==> config.mk <==
export PLATFORM = sky130hd
export DESIGN_NAME = boot_word_assembler
export DESIGN_NICKNAME = d
export VERILOG_FILES = /design/src/rtl/boot_pkg.sv /design/src/rtl/boot_word_assembler.sv
export SDC_FILE = /design/constraint.sdc
export NUM_CORES = 1
export LEC_CHECK = 0
export CORE_AREA = 2 2 125 127
export DETAILED_ROUTE_END_ITERATION = 10
export DIE_AREA = 0 0 127 129
export PLACE_DENSITY = 0.5
export SLEW_MARGIN = 0
export SYNTH_ARGS = -nofsm -noshare
export SYNTH_HDL_FRONTEND = slang
export SYNTH_SLANG_ARGS = --single-unit
export TNS_END_PERCENT = 50
==> constraint.sdc <==
create_clock -name hwclk -period 4.8 [get_ports hwclk]
set_input_delay 0.48 -clock hwclk [delete_from_list [all_inputs] [get_ports hwclk]]
set_output_delay 0.48 -clock hwclk [all_outputs]
set_load 0.01 [all_outputs]
==> src/rtl/boot_pkg.sv <==
// Shared types and constants for the bootloader word assembler.
package boot_pkg;

    localparam int WORD_W         = 32;
    localparam int BYTES_PER_WORD = 4;
    localparam int IDX_W          = $clog2(BYTES_PER_WORD);

    typedef enum logic [0:0] {
        ST_COLLECT = 1'b0,
        ST_WRITE   = 1'b1
    } boot_state_e;

endpackage

==> src/rtl/boot_word_assembler.sv <==
// Packs UART RX bytes little-endian into 32-bit words and writes them to boot RAM.
// Optional running checksum of accepted words: define BOOT_WORD_CHECKSUM_EN.
//
// state      | meaning
// -----------+-----------------------------------------------------------
// ST_COLLECT | accepting bytes into lanes; idle timer runs on a partial word
// ST_WRITE   | word presented on the write port; one byte may wait in skid
module boot_word_assembler
    import boot_pkg::*;
#(
    parameter int ADDR_W         = 8,
    parameter int BASE_ADDR      = 0,
    parameter int TIMEOUT_CYCLES = 2000
) (
    input  logic              hwclk,
    input  logic              reset,
    input  logic              rx_dv,
    input  logic [7:0]        rx_byte,
    output logic              wr_valid,
    input  logic              wr_ready,
    output logic [ADDR_W-1:0] wr_addr,
    output logic [WORD_W-1:0] wr_data,
    output logic [ADDR_W:0]   word_count,
    output logic              overrun,
    output logic              timeout_pulse
`ifdef BOOT_WORD_CHECKSUM_EN
    ,
    output logic [WORD_W-1:0] checksum
`endif
);

    localparam int CNT_W = (TIMEOUT_CYCLES > 1) ? $clog2(TIMEOUT_CYCLES) : 1;
    localparam logic [CNT_W-1:0] CNT_LOAD = CNT_W'(TIMEOUT_CYCLES - 1);
    localparam logic [IDX_W-1:0] LAST_IDX = IDX_W'(BYTES_PER_WORD - 1);
    localparam logic [ADDR_W:0]  WC_MAX   = {1'b1, {ADDR_W{1'b0}}};

    boot_state_e      state;
    logic [IDX_W-1:0] idx;
    logic             skid_valid;
    logic [7:0]       skid_byte;
    logic [CNT_W-1:0] idle_cnt;
    logic             idle_run;
    logic             handshake;

    assign wr_valid  = (state == ST_WRITE);
    assign handshake = (state == ST_WRITE) && wr_ready;
    assign idle_run  = (state == ST_COLLECT) && (idx != '0);

    // Idle timer is a down-counter reloaded by every byte; expiry at zero.
    always_ff @(posedge hwclk) begin
        if (reset) begin
            idle_cnt <= CNT_LOAD;
        end else if (rx_dv) begin
            idle_cnt <= CNT_LOAD;
        end else if (idle_run) begin
            if (idle_cnt == '0) idle_cnt <= CNT_LOAD;
            else                idle_cnt <= idle_cnt - 1'b1;
        end
    end

    always_ff @(posedge hwclk) begin
        if (reset) begin
            state         <= ST_COLLECT;
            idx           <= '0;
            skid_valid    <= 1'b0;
            skid_byte     <= '0;
            wr_addr       <= ADDR_W'(BASE_ADDR);
            wr_data       <= '0;
            word_count    <= '0;
            overrun       <= 1'b0;
            timeout_pulse <= 1'b0;
        end else begin
            timeout_pulse <= 1'b0;
            case (state)
                ST_COLLECT: begin
                    if (rx_dv) begin
                        wr_data[{idx, 3'b000} +: 8] <= rx_byte;
                        if (idx == LAST_IDX) begin
                            idx   <= '0;
                            state <= ST_WRITE;
                        end else begin
                            idx <= idx + 1'b1;
                        end
                    end else if (idle_run && idle_cnt == '0) begin
                        wr_data       <= '0;
                        idx           <= '0;
                        timeout_pulse <= 1'b1;
                    end
                end
                ST_WRITE: begin
                    if (handshake) begin
                        state      <= ST_COLLECT;
                        wr_addr    <= wr_addr + 1'b1;
                        skid_valid <= 1'b0;
                        if (word_count != WC_MAX) word_count <= word_count + 1'b1;
                        // Skid byte takes lane 0; a byte arriving now follows it.
                        if (skid_valid) begin
                            wr_data[7:0] <= skid_byte;
                            if (rx_dv) begin
                                wr_data[15:8] <= rx_byte;
                                idx           <= IDX_W'(2);
                            end else begin
                                idx <= IDX_W'(1);
                            end
                        end else if (rx_dv) begin
                            wr_data[7:0] <= rx_byte;
                            idx          <= IDX_W'(1);
                        end else begin
                            idx <= '0;
                        end
                    end else if (rx_dv) begin
                        if (!skid_valid) begin
                            skid_valid <= 1'b1;
                            skid_byte  <= rx_byte;
                        end else begin
                            overrun <= 1'b1;
                        end
                    end
                end
                default: state <= ST_COLLECT;
            endcase
        end
    end

`ifdef BOOT_WORD_CHECKSUM_EN
    always_ff @(posedge hwclk) begin
        if (reset)          checksum <= '0;
        else if (handshake) checksum <= checksum + wr_data;
    end
`endif

endmodule

==> run_results.csv, run 1 <==
group,metric,value,unit
status,outcome,"finished clean",
worst_setup_path,end_kind,"flop",
synth,synth_commonest_cells,"dfxtp_1 (74), nand2_1 (53), nor2_1 (34)",
power_and_ir_drop,seqPwrFrac,0.453,
sta,worst_slew_pin_slew,1.08,ns
power_and_ir_drop,p_per_area,311,nW/um2
drt,postRouteAntennaNets,0,
sta,grt_setup_unrepaired,"false",
final_layout,area_growth,32.1,%
floorplanning,initial_core_util,0.226,
power_and_ir_drop,clkPwrFrac,0.479,
power_and_ir_drop,p_leak,1.66,nW
place,gp_congestion,0.767,
clock_tree,numCtsBuffers,9,
synth,yosys-top-cells-area,"dfxtp_1 (44%), mux2i_1 (8.3%), nand2_1 (5.9%), nor2_1 (3.8%), ha_1 (3.7%)",
clock_tree,cts_tree,"yes",
drt,drt_first_iter_violations,118,
worst_setup_path,crit_chain,"inv_1 > ha_1 > or4b_1 > o41ai_4 > and2_0 > a211oi_1",
synth,synth.distinct_cells,47,
drt,vias_per_cell,4.56,
synth,syn-num-nets,389,
final_layout,antenna_cells,0,
worst_setup_path,worst_setup_path_start_kind,"flop",
power_and_ir_drop,switching_share,0.236,
floorplanning,io_pins,64,
sta,finClkSkew,0.00444,ns
synth,synth-edff-count,0,
worst_setup_path,worstPathRequired,4.96,ns
clock_tree,cts-resized-gates,0,
drt,dr.pass1.iters,4,
worst_setup_path,path_max_fanout,9,
clock_tree,ctsHoldBuffers,0,
final_layout,fin_util,0.298,
synth,synthArstFlopShare,0,
worst_setup_path,crit_arrival,3.17,ns
synth,syn_area_per_cell,9.22,um2
sta,finalMaxSlewViolations,0,
power_and_ir_drop,intPower,0.00106,W
drt,vias,2808,
global_route,grt_max_degree,58,
worst_setup_path,crit_family,"simple AND/OR/NAND/NOR gates",
place,pre_cts_ws,1.79,ns
synth,ys_seq_elements,74,
global_route,grt_overflow_total,0,
floorplanning,die_h,129,um
final_layout,drive_above_1_share,0.0724,
synth,yosys_warnings,0,
floorplanning,die_area,16400,um2
clock_tree,clk_pin_slew,0.06,ns
clock_tree,clockBufferDepth,2,
place,port-buffer-count,63,
sta,min_period_over_period,0.627,
sta,relSlewSlack,0.279,
synth,yosysTopAreaCellShare,0.438,
worst_setup_path,crit_path_top_delay_cell,"or4b_1",
synth,synth.yosys.seq_area_share,0.438,
clock_tree,clk_latency,0.34,ns
synth,syn_inst,367,
synth,ys.flop_type,"dfxtp_1",
synth,yosysTopAreaCell,"dfxtp_1",
synth,synth_most_common_cell,"dfxtp_1",
global_route,grtUsageTotal,0.110,
power_and_ir_drop,combPwrFrac,0.068,
power_and_ir_drop,switching_power,0.000327,W
global_route,grt_pass1_wl,14200,um
floorplanning,placementRows,45,
clock_tree,htreeDepth,3,
drt,wirelength,8670,um
sta,final-hold-violation-count,0,
clock_tree,cts_setup_buffers,0,
sta,period_needed,3.01,ns
synth,synth.cell_area,3380,um2
global_route,antenna_found_initial,0,
clock_tree,root_buffer,"clkbuf_16",
floorplanning,fp.dieW,127,um
power_and_ir_drop,vdd_drop_max,0.183,mV
drt,routedWlPerCell,14.1,um
worst_setup_path,criticalPathCategory,"reg2reg",
floorplanning,core,15000,um2
sta,finalSetupTns,0,ns
hold_path,hold_path_class,"reg2reg",
place,dp_hpwl,6170,um
worst_setup_path,critPathBufInv,1,
final_layout,nNetsFinal,445,
global_route,grt_pass1_vias,2755,
sta,max_freq,0.333,GHz
clock_tree,clock_sinks,74,
job,drv_cap,0,
sta,setup_ws,1.79,ns
worst_setup_path,max_stage_delay,0.70,ns
sta,setup_viol,0,
drt,drc_errors,0,
==> logic make-up after synthesis <==
group | after synthesis | synth area share
AND/OR/NAND/NOR | 150 | 0.223
flip-flops | 74 | 0.438
AO/OA/AOI/OAI | 47 | 0.104
multiplexers | 36 | 0.109
buffers and inverters | 29 | 0.0337
XOR/XNOR | 21 | 0.0544
adder cells (fa/ha/maj) | 10 | 0.0370
==> state kept, by name, summed over array words and instances, names as in the netlist, 2 cells and up <==
signal and cells:
idle_cnt 11, skid_byte 8, wr_data 32, wr_addr 8, word_count 9, idx 2
==> area by class of cell <==
| type | count | area [um2] |
|---|---|---|
| multi-input combinational | 264 | 1790 |
| tap | 188 | 235 |
| timing repair buffer | 64 | 633 |
| clock buffer | 9 | 225 |
| inverter | 10 | 37.5 |
| sequential | 74 | 1480 |
| clock inverter | 7 | 68.8 |
| fill | 1602 | 10500 |
==> worst register-to-register path: stages, from the launching register on <==
cell and delay [ns]:
dfxtp_1 0.46, inv_1 0.13, ha_1 0.32, or4b_1 0.70, o41ai_4 0.66, and2_0 0.43, a211oi_1 0.14
==> worst paths after layout <==
| path | start | end | slack (ns) | cells past startpoint |
|---|---|---|---|---|
| min | wr_data[17] | wr_data[17] | 0.46 | 2 |
| max | idx[0] | wr_data[1] | 1.79 | 6 |
| max reg2reg | idx[0] | wr_data[1] | 1.79 | 6 |
| min reg2reg | wr_data[17] | wr_data[17] | 0.46 | 2 |
==> power groups by stage <==
| stage | registers, W | clock network, W | logic (W) |
|---|---|---|---|
| floorplan | 0.000643 | 0 | 0.0000530 |
| global placement | 0.000643 | 0 | 0.0000937 |
| detailed placement | 0.000643 | 0 | 0.0000961 |
| CTS | 0.000629 | 0.000686 | 0.0000964 |
| global route | 0.000630 | 0.000720 | 0.000105 |
| finish | 0.000629 | 0.000666 | 0.0000948 |
==> through the flow <==
step | area [um2] | std cells | hold slack (ns) | total power, W
2_1_floorplan | 3380 | 367 | 0.451 | 0.000696
3_3_place_gp | 4180 | 600 | 0.448 | 0.000737
3_5_place_dp | 4180 | 600 | 0.462 | 0.000739
4_1_cts | 4470 | 616 | 0.470 | 0.00141
5_1_grt | 4470 | 616 | 0.482 | 0.00146
6_report | 4470 | 616 | 0.464 | 0.00139
==> per-layer routing <==
metal | global-route usage | vias to the layer above | routed length (um) | part of all wire
met5 | 0 | - | 0 | 0
met2 | 0.188 | 55 | 4330 | 0.50
li1 | - | 1401 | - | -
met3 | 0.0337 | 8 | 398 | 0.046
met1 | 0.135 | 1344 | 3850 | 0.44
met4 | 0.0310 | 0 | 91 | 0.010
==> cell usage in the layout (no fill, tap or decap), drive strengths merged, types with 2 or more instances in the layout <==
| cell type | Yosys | final |
|---|---|---|
| or4 | 2 | 2 |
| and2 | 4 | 4 |
| a211oi | 9 | 9 |
| buf | 7 | 2 |
| clkinv | 1 | 4 |
| a32oi | 8 | 8 |
| nor3b | 8 | 8 |
| clkdlybuf4s50 | 0 | 62 |
| xor2 | 13 | 13 |
| clkbuf | 12 | 9 |
| xnor2 | 8 | 8 |
| inv | 9 | 10 |
| nor2b | 8 | 8 |
| mux2 | 8 | 8 |
| o21ai | 3 | 3 |
| mux2i | 28 | 28 |
| nand4b | 2 | 2 |
| and3 | 6 | 6 |
| o41ai | 3 | 3 |
| nand3 | 5 | 5 |
| or3 | 2 | 2 |
| nand4 | 7 | 7 |
| dfxtp | 74 | 74 |
| clkinvlp | 0 | 2 |
| nor3 | 9 | 9 |
| nand2 | 53 | 53 |
| nand2b | 3 | 3 |
| ha | 10 | 10 |
| nor2 | 34 | 34 |
| nor4 | 3 | 3 |
| a21oi | 16 | 16 |
Power figures use the tool's default switching activity.
==> run 2, diff against run 1 <==
--- a/config.mk
+++ b/config.mk
@@ -8,7 +8,7 @@
 export CORE_AREA = 2 2 125 127
 export DETAILED_ROUTE_END_ITERATION = 10
 export DIE_AREA = 0 0 127 129
-export PLACE_DENSITY = 0.5
+export PLACE_DENSITY = 0.51
 export SLEW_MARGIN = 0
 export SYNTH_ARGS = -nofsm -noshare
 export SYNTH_HDL_FRONTEND = slang
==> constraint.sdc (replaced) <==
create_clock -name hwclk -period 2.6 [get_ports hwclk]
set_input_delay 0.26 -clock hwclk [delete_from_list [all_inputs] [get_ports hwclk]]
set_output_delay 0.26 -clock hwclk [all_outputs]
set_load 0.01 [all_outputs]
==> run_results.csv, run 2 (synthesized netlist as in run 1, its figures left out) <==
group,metric,value,unit
worst_setup_path,end_kind,"flop",
hold_path,hold_path_class,"in2reg",
floorplanning,placementRows,45,
worst_setup_path,rr_startpoint,"idx[1]",
sta,max_freq,0.418,GHz
worst_setup_path,r2r_slack,0.21,ns
sta,period_needed,2.39,ns
job,drv_cap,0,
floorplanning,fp.dieW,127,um
final_layout,layoutNonFillerInstCount,632,
worst_setup_path,crit_arrival,2.62,ns
sta,final-hold-violation-count,0,
final_layout,fillerInstances,1581,
global_route,grt_max_degree,32,
drt,wirelength,8600,um
power_and_ir_drop,switching_power,0.000604,W
floorplanning,die_h,129,um
sta,relSlewSlack,0.313,
hold_path,hold_depth,2,
worst_setup_path,path_max_fanout,8,
place,pre_cts_ws,0.0745,ns
hold_path,hp-start,"reset",
drt,postRouteAntennaNets,0,
final_layout,area_growth,36.0,%
clock_tree,root_buffer,"clkbuf_16",
global_route,antenna_found_initial,0,
global_route,grt_overflow_total,0,
drt,dr.pass1.iters,4,
power_and_ir_drop,clkPwrFrac,0.485,
sta,finalSetupTns,0,ns
clock_tree,cts_tree,"yes",
sta,finalMaxSlewViolations,0,
drt,vias_per_cell,4.45,
floorplanning,initial_core_util,0.226,
worst_setup_path,criticalPathCategory,"reg2reg",
sta,finClkSkew,0.0102,ns
hold_path,hold_end,"skid_byte[6]",
worst_setup_path,worst_setup_path_start_kind,"flop",
sta,setup_ws,0.209,ns
worst_setup_path,worstPathRequired,2.83,ns
final_layout,reg_top3,"wr_data x32, idle_cnt x11, word_count x9",
floorplanning,die_area,16400,um2
clock_tree,clk_pin_slew,0.06,ns
final_layout,ff_latch_area,1480,um2
clock_tree,clockBufferDepth,2,
sta,min_period_over_period,0.920,
power_and_ir_drop,p_leak,1.74,nW
final_layout,drive_above_1_share,0.106,
drt,routedWlPerCell,13.6,um
power_and_ir_drop,combPwrFrac,0.074,
clock_tree,numCtsBuffers,9,
final_layout,antenna_cells,0,
drt,drt_first_iter_violations,108,
worst_setup_path,reg2reg_depth,6,
power_and_ir_drop,vdd_drop_max,0.235,mV
place,place_inst,616,
power_and_ir_drop,switching_share,0.230,
final_layout,largest_register,"wr_data",
final_layout,multi_input_area,1790,um2
worst_setup_path,r2r_end,"wr_data[12]",
sta,setup_viol,0,
final_layout,nNetsFinal,461,
sta,worst_slew_pin_slew,1.02,ns
global_route,grt_pass1_vias,2823,
status,outcome,"finished clean",
floorplanning,core,15000,um2
final_layout,largest_reg_flops,32,
place,gp_congestion,0.850,
final_layout,final_common_cell,"dfxtp_1",
clock_tree,htreeDepth,3,
clock_tree,clk_latency,0.34,ns
place,port-buffer-count,63,
power_and_ir_drop,p_per_area,571,nW/um2
floorplanning,io_pins,64,
drt,drc_errors,0,
power_and_ir_drop,seqPwrFrac,0.441,
clock_tree,clock_sinks,74,
place,dp_hpwl,6200,um
final_layout,fin_util,0.307,
final_layout,mostFrequentLayoutCells,"dfxtp_1 (74), clkdlybuf4s50_1 (62), nand2_1 (53)",
drt,vias,2810,
global_route,grtUsageTotal,0.110,
power_and_ir_drop,intPower,0.00202,W
sta,grt_setup_unrepaired,"false",
global_route,grt_pass1_wl,14000,um
## run 2: changes by cell type in the layout (fill, tap and decap cells not counted), sizes merged
cell / previous run / this run
inv: 10 / 9
clkinvlp: 2 / 1
clkbuf: 9 / 11
buf: 2 / 18
## run 2: power by group through the flow
stage / clock network, W / registers, W / logic, W
CTS: 0.00131 / 0.00116 / 0.000197
finish: 0.00128 / 0.00116 / 0.000194
global route: 0.00136 / 0.00116 / 0.000213
floorplan: 0 / 0.00119 / 0.0000979
global placement: 0 / 0.00118 / 0.000194
detailed placement: 0 / 0.00118 / 0.000197
## run 2: final cells by class
cell class	instances	area share
sequential	74	0.322
clock inverter	5	0.0114
multi-input combinational	264	0.389
tap	188	0.0511
clock buffer	11	0.0549
timing repair buffer	80	0.164
inverter	10	0.00816
## run 2: timing repair
item / 4_1_cts / 5_1_grt
hold buffers: 0 / 0
buffers inserted: 0 / 0
setup endpoints to repair: 0 / 24
resized for setup: 0 / 1
## run 2: worst max-delay path by stage
| stage | startpoint | endpoint | slack, ns | cells after the start |
|---|---|---|---|---|
| finish | idx[1] | wr_data[12] | 0.21 | 6 |
| floorplan | idx[0] | wr_data[10] | 0.12 | 8 |
| global route | idx[1] | wr_data[29] | 0.03 | 6 |
| CTS | idx[1] | wr_data[12] | 0.06 | 6 |
| detailed placement | idx[1] | wr_data[12] | 0.07 | 6 |
| global placement | idx[1] | wr_data[13] | 0.15 | 6 |
## run 2: worst max-delay path, cell delays in order (launching register included)
cell	delay (ns)
dfxtp_1	0.37
inv_1	0.10
ha_1	0.19
or4b_1	0.64
nor4_4	0.33
o221ai_2	0.29
mux2_2	0.35
## run 2: stage by stage
stage	instance area [um2]	total power [W]	hold WS [ns]
6_report	4600	0.00263	0.374
5_1_grt	4600	0.00273	0.410
4_1_cts	4600	0.00266	0.363
3_5_place_dp	4300	0.00138	0.457
3_3_place_gp	4300	0.00138	0.449
2_1_floorplan	3380	0.00129	0.399
## run 2: routing by layer
layer,part of all wire,wire length [um],global-route usage
met1,0.46,3980,0.129
met5,0,0,0
met4,0.017,150,0.0446
met2,0.48,4130,0.184
met3,0.040,347,0.0362
==> run 3, diff against run 2 <==
--- a/config.mk
+++ b/config.mk
@@ -13,4 +13,3 @@
 export SYNTH_ARGS = -nofsm -noshare
 export SYNTH_HDL_FRONTEND = slang
 export SYNTH_SLANG_ARGS = --single-unit
-export TNS_END_PERCENT = 50
==> results of run 3 <==
Same layout as run 2: the final DEF is identical, and so are final timing and power.
